<file path="config.mk">
export PLATFORM = sky130hd
export DESIGN_NAME = idu_issue_ysyx_23060136
export DESIGN_NICKNAME = d
export VERILOG_FILES = /design/src/rtl/idu_pkg_ysyx_23060136.sv /design/src/rtl/idu_scoreboard_ysyx_23060136.sv /design/src/rtl/idu_issue_ysyx_23060136.sv
export SDC_FILE = /design/constraint.sdc
export NUM_CORES = 2
export LEC_CHECK = 0
export CAP_MARGIN = 20
export CORE_UTILIZATION = 45
export CTS_CLUSTER_SIZE = 40
export DETAILED_ROUTE_END_ITERATION = 7
export PLACE_DENSITY = 0.69
export SETUP_SLACK_MARGIN = 0.05
export SKIP_LAST_GASP = 1
export SYNTH_ARGS = -nofsm -noshare
export SYNTH_HDL_FRONTEND = slang
export SYNTH_SLANG_ARGS = --single-unit
</file>
<file path="constraint.sdc">
create_clock -name clk -period 65.5 [get_ports clk]
set_clock_uncertainty 0.05 [all_clocks]
set_input_delay 13.1 -clock clk [delete_from_list [all_inputs] [get_ports clk]]
set_output_delay 13.1 -clock clk [all_outputs]
set_load 0.02 [all_outputs]
</file>
<file path="src/rtl/idu_pkg_ysyx_23060136.sv">
// rtl/idu_pkg_ysyx_23060136.sv - shared widths, GPR depths and the issue-entry record
package idu_pkg_ysyx_23060136;
  localparam int IDU_XLEN     = 32;
  localparam int NR_GPR_RV32I = 32;
  localparam int NR_GPR_RV32E = 16;
  localparam int RID_MAX_W    = 5;

  // rd is stored at full RV32I width; RV32E builds zero-extend into it
  typedef struct packed {
    logic [IDU_XLEN-1:0]  pc;
    logic [IDU_XLEN-1:0]  inst;
    logic [IDU_XLEN-1:0]  rs1_data;
    logic [IDU_XLEN-1:0]  rs2_data;
    logic [RID_MAX_W-1:0] rd;
    logic                 rd_wen;
  } idu_issue_t;
endpackage

</file>
<file path="src/rtl/idu_scoreboard_ysyx_23060136.sv">
// rtl/idu_scoreboard_ysyx_23060136.sv - pending-write bits with write-back-aware lookup
module idu_scoreboard_ysyx_23060136
  import idu_pkg_ysyx_23060136::*;
#(
  parameter int NR_GPR = NR_GPR_RV32I,
  parameter int RID_W  = $clog2(NR_GPR)
) (
  input  logic             clk,
  input  logic             rst,
  input  logic             i_set_en,
  input  logic [RID_W-1:0] i_set_idx,
  input  logic             i_clr_en,
  input  logic [RID_W-1:0] i_clr_idx,
  input  logic [RID_W-1:0] i_q0_idx,
  input  logic [RID_W-1:0] i_q1_idx,
  input  logic [RID_W-1:0] i_q2_idx,
  output logic             o_q0_pend,
  output logic             o_q1_pend,
  output logic             o_q2_pend
);
  logic [NR_GPR-1:0] r_pending;

  // A write-back landing this cycle already releases its register
  function automatic logic f_eff(input logic [RID_W-1:0] idx);
    return r_pending[idx] && !(i_clr_en && i_clr_idx == idx);
  endfunction

  assign o_q0_pend = f_eff(i_q0_idx);
  assign o_q1_pend = f_eff(i_q1_idx);
  assign o_q2_pend = f_eff(i_q2_idx);

  // Bit 0 is never written after reset, so x0 is never pending
  always_ff @(posedge clk or posedge rst) begin
    if (rst) begin
      r_pending <= '0;
    end else begin
      for (int i = 1; i < NR_GPR; i++) begin
        if (i_set_en && i_set_idx == RID_W'(i))
          r_pending[i] <= 1'b1;
        else if (i_clr_en && i_clr_idx == RID_W'(i))
          r_pending[i] <= 1'b0;
      end
    end
  end
endmodule

</file>
<file path="src/rtl/idu_issue_ysyx_23060136.sv">
// rtl/idu_issue_ysyx_23060136.sv - decode-issue stage: GPRs, bypass, interlock, output register
module idu_issue_ysyx_23060136
  import idu_pkg_ysyx_23060136::*;
#(
  parameter int XLEN   = IDU_XLEN,
  parameter int NR_GPR = NR_GPR_RV32I,
  localparam int RID_W = $clog2(NR_GPR)
) (
  input  logic             clk,
  input  logic             rst,
  input  logic             in_valid,
  output logic             in_ready,
  input  logic [XLEN-1:0]  in_pc,
  input  logic [XLEN-1:0]  in_inst,
  input  logic [RID_W-1:0] in_rs1,
  input  logic [RID_W-1:0] in_rs2,
  input  logic [RID_W-1:0] in_rd,
  input  logic             in_rd_wen,
  output logic             out_valid,
  input  logic             out_ready,
  output logic [XLEN-1:0]  out_pc,
  output logic [XLEN-1:0]  out_inst,
  output logic [XLEN-1:0]  out_rs1_data,
  output logic [XLEN-1:0]  out_rs2_data,
  output logic [RID_W-1:0] out_rd,
  output logic             out_rd_wen,
  input  logic             wb_valid,
  input  logic [RID_W-1:0] wb_rd,
  input  logic [XLEN-1:0]  wb_data,
  input  logic             flush,
  output logic [31:0]      stall_cnt
);
  logic [XLEN-1:0] r_gpr [NR_GPR];
  idu_issue_t      r_out;
  logic            r_out_valid;
  logic [31:0]     r_stall_cnt;

  logic            w_p_rs1, w_p_rs2, w_p_rd;
  logic            w_out_conflict, w_hazard, w_accept, w_handshake, w_set_en;
  logic [XLEN-1:0] w_rs1_data, w_rs2_data;

  function automatic logic [XLEN-1:0] f_read(input logic [RID_W-1:0] idx);
    if (idx == '0)
      return '0;
    if (wb_valid && wb_rd == idx)
      return wb_data;
    return r_gpr[idx];
  endfunction

  assign w_rs1_data = f_read(in_rs1);
  assign w_rs2_data = f_read(in_rs2);

  // The held entry is not in the scoreboard yet, so compare against it directly
  assign w_out_conflict = r_out_valid && out_rd_wen && out_rd != '0 &&
                          (out_rd == in_rs1 || out_rd == in_rs2 || out_rd == in_rd);
  assign w_hazard = in_valid && ((in_rs1 != '0 && w_p_rs1) ||
                                 (in_rs2 != '0 && w_p_rs2) ||
                                 (in_rd_wen && in_rd != '0 && w_p_rd) ||
                                 w_out_conflict);
  assign in_ready    = !flush && !w_hazard && (!r_out_valid || out_ready);
  assign w_accept    = in_valid && in_ready;
  assign w_handshake = r_out_valid && out_ready;
  assign w_set_en    = w_handshake && !flush && out_rd_wen && out_rd != '0;

  idu_scoreboard_ysyx_23060136 #(.NR_GPR(NR_GPR), .RID_W(RID_W)) u_scoreboard (
    .clk       (clk),
    .rst       (rst),
    .i_set_en  (w_set_en),
    .i_set_idx (out_rd),
    .i_clr_en  (wb_valid),
    .i_clr_idx (wb_rd),
    .i_q0_idx  (in_rs1),
    .i_q1_idx  (in_rs2),
    .i_q2_idx  (in_rd),
    .o_q0_pend (w_p_rs1),
    .o_q1_pend (w_p_rs2),
    .o_q2_pend (w_p_rd)
  );

  always_ff @(posedge clk or posedge rst) begin
    if (rst) begin
      for (int i = 0; i < NR_GPR; i++)
        r_gpr[i] <= '0;
    end else if (wb_valid && wb_rd != '0) begin
      r_gpr[wb_rd] <= wb_data;
    end
  end

  always_ff @(posedge clk or posedge rst) begin
    if (rst) begin
      r_out       <= '0;
      r_out_valid <= 1'b0;
    end else if (flush) begin
      r_out_valid <= 1'b0;
    end else if (w_accept) begin
      r_out       <= '{pc: in_pc, inst: in_inst, rs1_data: w_rs1_data, rs2_data: w_rs2_data,
                       rd: RID_MAX_W'(in_rd), rd_wen: in_rd_wen};
      r_out_valid <= 1'b1;
    end else if (w_handshake) begin
      r_out_valid <= 1'b0;
    end
  end

  always_ff @(posedge clk or posedge rst) begin
    if (rst)
      r_stall_cnt <= '0;
    else if (w_hazard)
      r_stall_cnt <= r_stall_cnt + 32'd1;
  end

  assign out_valid    = r_out_valid;
  assign out_pc       = r_out.pc;
  assign out_inst     = r_out.inst;
  assign out_rs1_data = r_out.rs1_data;
  assign out_rs2_data = r_out.rs2_data;
  assign out_rd       = r_out.rd[RID_W-1:0];
  assign out_rd_wen   = r_out.rd_wen;
  assign stall_cnt    = r_stall_cnt;
endmodule

</file>
# After elaboration in Yosys (flattened, before gate mapping)
# Index checks and enable logic that the tools add are counted.
[word_totals] inputBits=123 wordCells=382 ff_bits=1222
[op_classes] reduce_logical=137 eq_ne=68 order_cmp=7 mux=94 n_addsub=1 n_bitwise=4
[ops] op="bitwise mux 1024 bit" n=1
[ops] op="two-way mux 32 bit" n=13
[ops] op="binary-select mux 32 bit (select 5 bit)" n=2
[ops] op="demux 32 bit (select 5 bit)" n=1
[ops] op="== test 5 bit, second input constant" n=32
[ops] op="logical AND 1 bit" n=85
[ops] op="== test 5 x 4 -> 1 bit, second input constant" n=16
[ops] op="two-way mux 1 bit" n=74
[ops] op="nonzero test 2 bit" n=31
[ops] op="== test 5 x 3 -> 1 bit, second input constant" n=8
[ops] op="adder 32 x 1 -> 32 bit, second input constant" n=1
[ops] op="== test 5 bit" n=6
[ops] op="nonzero test 5 bit" n=5
[ops] op="== test 5 x 2 -> 1 bit, second input constant" n=4
[ops] op=">= comparator 6 bit, second input constant" n=3
[ops] op="less-than comparator 5 x 6 -> 1 bit, second input constant" n=3
[ops] op="NOT 5 -> 6 bit" n=3
[ops] op="binary-select mux 1 bit (select 5 bit)" n=3
[ops] op="== test 5 x 1 -> 1 bit, second input constant" n=2
[ops] op="zero test 5 bit" n=2
[ops] op="zero test 1 bit" n=6
[ops] op="logical OR 1 bit" n=6
[ops] op="less-than comparator 6 x 1 -> 1 bit, second input constant" n=1
[ops] op="nonzero test 3 bit" n=1
[ops] op="other kinds (2)" n=2

# Depth between registers and ports, before layout
[logic_depth] depth_word=15 depth_mapped=13

# Modules after synthesis
# From an unflattened synthesis, not the netlist that was laid out.
[hier_totals] cells_unflattened=4310 area_unflattened_um2=62825.3
[modules_own_cells] mod="idu_issue_ysyx_23060136" area_each_um2=60426.7 n_inst=1 cells_each=4071
[modules_own_cells] mod="idu_scoreboard_ysyx_23060136" area_each_um2=2398.6 n_inst=1 cells_each=239

# Least setup slack after synthesis
# Ideal clock, no wire load.
[synth_path] kind="input port to output port" startpoint="input in_rs2[4]" endpoint="output in_ready" arrival_ps=15548 cell_stages=8 slack_ps=36802 n_path_buf=2 path_cell_list="clkbuf_1 xor2_1 or4b_2 o21ai_0 nor4_1 o41ai_1 clkbuf_1 and2_1"
[synth_via] elab_chain_cells=12
[synth_rtl] element="start: declaration" line="idu_issue_ysyx_23060136.sv:16" rtl="input logic [RID_W-1:0] in_rs2,"
[synth_rtl] element="branches (longest 7 deep; another with binary-select mux 1 bit (select 5 bit))"
[synth_rtl] element="logical OR 1 bit (*)" line="idu_issue_ysyx_23060136.sv:58" rtl="(in_rd_wen && in_rd != '0 && w_p_rd) ||"
[synth_rtl] element="logical AND 1 bit (*)" line="idu_issue_ysyx_23060136.sv:56" rtl="assign w_hazard = in_valid && ((in_rs1 != '0 && w_p_rs1) ||"
[synth_rtl] element="zero test 1 bit (*)" line="idu_issue_ysyx_23060136.sv:60" rtl="assign in_ready = !flush && !w_hazard && (!r_out_valid || out_ready);"
[synth_rtl] element="logical AND 1 bit (*) (2 in series)" line="idu_issue_ysyx_23060136.sv:60"
[synth_rtl] element="end: declaration" line="idu_issue_ysyx_23060136.sv:12" rtl="output logic in_ready,"
# Every way passes the cells marked *. The select of a mux whose other input is x is not followed.

# Worst setup path in the final report
[layout_path] startpoint="input in_rs1[4]" endpoint="output in_ready"
[layout_via] elab_chain_cells=12
[layout_rtl] element="start: declaration" line="idu_issue_ysyx_23060136.sv:15" rtl="input logic [RID_W-1:0] in_rs1,"
[layout_rtl] element="branches (longest 7 deep; another with binary-select mux 1 bit (select 5 bit))"
[layout_rtl] element="logical OR 1 bit (*)" line="idu_issue_ysyx_23060136.sv:58"
[layout_rtl] element="logical AND 1 bit (*)" line="idu_issue_ysyx_23060136.sv:56"
[layout_rtl] element="zero test 1 bit (*)" line="idu_issue_ysyx_23060136.sv:60"
[layout_rtl] element="logical AND 1 bit (*) (2 in series)" line="idu_issue_ysyx_23060136.sv:60"
# Marks and branches as above.

==> impl_results.md <==
* Vias in the first global route at approximately 43000
* Syn. warnings at 1
* WP buf/inv at 5
* CTS max path bufs at 3
* Share of cells above drive strength 1 at 0.430
* Worst Tran Pin Value at roughly 1.3 ns
* Power Density at around 33 mW/mm^2
* Num ports at approximately 290
* Avg Cell Area, Syn at ~14 sq um
* DRT antenna net count at 0
* Number of synthesized flops with an enable pin at 0
* Area of the core at between 0.1 and 0.15 sq mm
* Tcrit/Tclk final at 0.465
* Root Buffer: clkbuf_16
* Largest net degree at the start of global routing at ~160
* Grt ovf at 0
* DP Cell Count at 6279
* # clock sinks at 1222
* Cell mode on critical path: buf_4
* Global-route wire length before repair at approximately 290000 um
* Max_slew headroom at 0.157
* Clock Pin Slew Worst Setup and Hold Paths at approximately 0.060 ns
* Finished Layout Cells at 6537
* Total chip power at 0.00243 W
* Post-synth ARST share at 1.00
* Layout area overhead at 14.8%
* # nets final at 4663
* DRC at 0
* Final worst path period need at 30.46 ns
* Syn Inst Count at 4470
* Top-count cell post-synth: dfrtp_1
* Status: finished clean
* Drt total wl at 192000 um
* Post-synth top area share at 0.478
* Final setup TNS at 0 ns
* Seq cells post-synth at about 1200
* Synth Flop Type: dfrtp_1
* Hold crit path type: reg2reg
* RSZ-0062 raised after global routing: no
* Via count at 42000
* Clock insertion delay at the later pin of the skew report at just under 0.8 ns
* Peak VDD IR at about 0.026 mV
* Placer's final routability congestion estimate at around 0.9
* Max Freq at between 0.03 and 0.04 GHz
* Final setup violation count at 0
* Kind of critical path: in2out
* Post-synth net total at 4594
* Port Buffers at 290
* Commonest cells in the synthesized netlist: 1222 x dfrtp_1, 1087 x mux2_2, 490 x mux4_2
* Pre-CTS WS at around 35 ns
* Final HPWL DP at between 100000 and 150000 um
* Pre-antenna DRT Iters at 6
* Slew Limit Fails at 0
* Netlist cell types at 62
* DRT iter0 DRCs at about 3800
* CP cell instances: buf_4 -> buf_4 -> inv_1 -> a2111oi_0 -> nor4b_1 -> o41ai_2 -> buf_4 -> and2_1 -> clkdlybuf4s50_1
* Max incr delay on CP at slightly below 0.8 ns
* Synth Cell Area at 0.0640 sq mm
* CP max-delay cell: buf_4
* Post-CTS Resized at 0
* Die Width at about 380 um
* Antenna violations before repair at 4
* Required time worst endpoint at 52.35 ns
* Top post-synthesis cells by area: dfrtp_1 48%, mux2_2 19%, mux4_2 17%
* Starting density of the core at 0.453
* Register area share after synthesis at 0.478
* Setup crit start kind: input pin
* Critical Path End Type: output port
* Die height at 379 um
* Ant. Diodes at 0
* Setup WS post-layout at around 35 ns
* Hold_buf cts at 0
* Fillcell total at roughly 12000
* # rows at roughly 140
* Data arrival, critical path at 17.31 ns
* Drt wl/cell at approximately 29 um
* Max cap viols at 0
* Largest area contributor in the netlist: dfrtp_1
* Worst Path Max Fanout at 36
* CTS buffer count at approximately 140
* Via density at around 6.4
* TritonCTS clock tree: yes
* Global-route usage over all layers at 0.270
* Fin. Hold Viols at 0
* Postcts setup bufs at 0
* Htree depth at 4
* Die area at about 0.14 sq mm
* Crit-path leading delay family: buffers and inverters
* Leak Pwr at approximately 32 nW
## worst register-to-register path, cell delays in order (launching register included)
cell and delay, ns:
dfrtp_1 0.47, mux4_2 0.26, nor2b_1 0.12, a2111oi_0 0.08
nor4_1 0.62, or4_2 0.86, or2_4 0.25, buf_4 0.84
buf_4 0.86, mux2_2 0.47
## state kept, by name, summed over array words and instances, names as in the netlist
name,cells
out_inst,32
out_pc,32
out_rd,5
out_rd_wen,1
out_rs1_data,32
out_rs2_data,32
out_valid,1
r_gpr,1024
stall_cnt,32
u_scoreboard.r_pending,31
## per-stage QoR
step / util / hold slack (ns) / cell area, sq um
after global routing: 0.520 / 0.357 / 73500
after CTS: 0.518 / 0.346 / 73200
final: 0.520 / 0.343 / 73500
after detailed placement: 0.485 / 0.333 / 68500
after global placement: 0.484 / 0.326 / 68400
after floorplan: - / 0.391 / 64000
## per-layer routing
metal / part of all wire / vias to the layer above / track usage
li1: - / 17200 / -
met1: 0.41 / 22500 / 0.364
met2: 0.48 / 1930 / 0.429
met3: 0.075 / 440 / 0.0480
met4: 0.041 / 6 / 0.114
met5: 0.00019 / - / 0
## final cells by class
type	count	area (sq um)	area share
clock buffers	206	4080	0.0555
clock inverters	41	589	0.00802
inverters	21	91.3	0.00124
multi-input cells	2740	31600	0.430
flip-flops and latches	1222	30600	0.416
well taps	1890	2360	0.0322
repair buffers	417	4180	0.0569
## path summary, 6_finish.rpt
check | from | slack, ns | cells after the start | endpoint
worst max-delay path | in_rs1[4] | 35.04 | 9 | in_ready
worst min register to register | r_gpr[1007]$_DFFE_PP0P_ | 0.34 | 0 | r_gpr[1007]$_DFFE_PP0P_
worst max register to register | u_scoreboard.r_pending[24]$_DFFE_PP0P_ | 60.49 | 9 | out_inst[18]$_DFFE_PP0P_
min in group asynchronous | rst | 12.84 | 2 | stall_cnt[31]$_DFFE_PP0P_
max in group asynchronous | rst | 48.82 | 6 | r_gpr[460]$_DFFE_PP0P_
worst min-delay path | r_gpr[1007]$_DFFE_PP0P_ | 0.34 | 0 | r_gpr[1007]$_DFFE_PP0P_
## power breakdown
part	total (W)	internal (W)	switching (W)
clock	0.000795	0.000469	0.000326
sequential	0.00105	0.000918	0.000128
combinational	0.000591	0.000337	0.000253
total	0.00243	0.00172	0.000707
## layout by cell type, fill, tap and decap left out, drive strengths merged, types with 19 or more instances in the layout
master / count
clkdlybuf4s50: 280
mux4: 490
a22oi: 44
o31ai: 19
xor2: 47
nand2: 150
mux2i: 247
nor2b: 21
clkinv: 28
inv: 25
o211ai: 32
buf: 136
nor2: 63
o21ai: 163
nand3: 35
mux2: 1109
clkbuf: 207
a21oi: 69
dfrtp: 1222
a221oi: 71
nor3: 20
## logic make-up after synthesis
logic type               after synthesis  synth area share
multiplexers                        1846             0.407
flip-flops                          1222             0.478
buffers and inverters                508            0.0317
AO/OA/AOI/OAI                        466            0.0475
AND/OR/NAND/NOR                      366            0.0271
XOR/XNOR                              61           0.00835
adder cells (fa/ha/maj)                1          0.000195
Power figures use the tool's default switching activity.
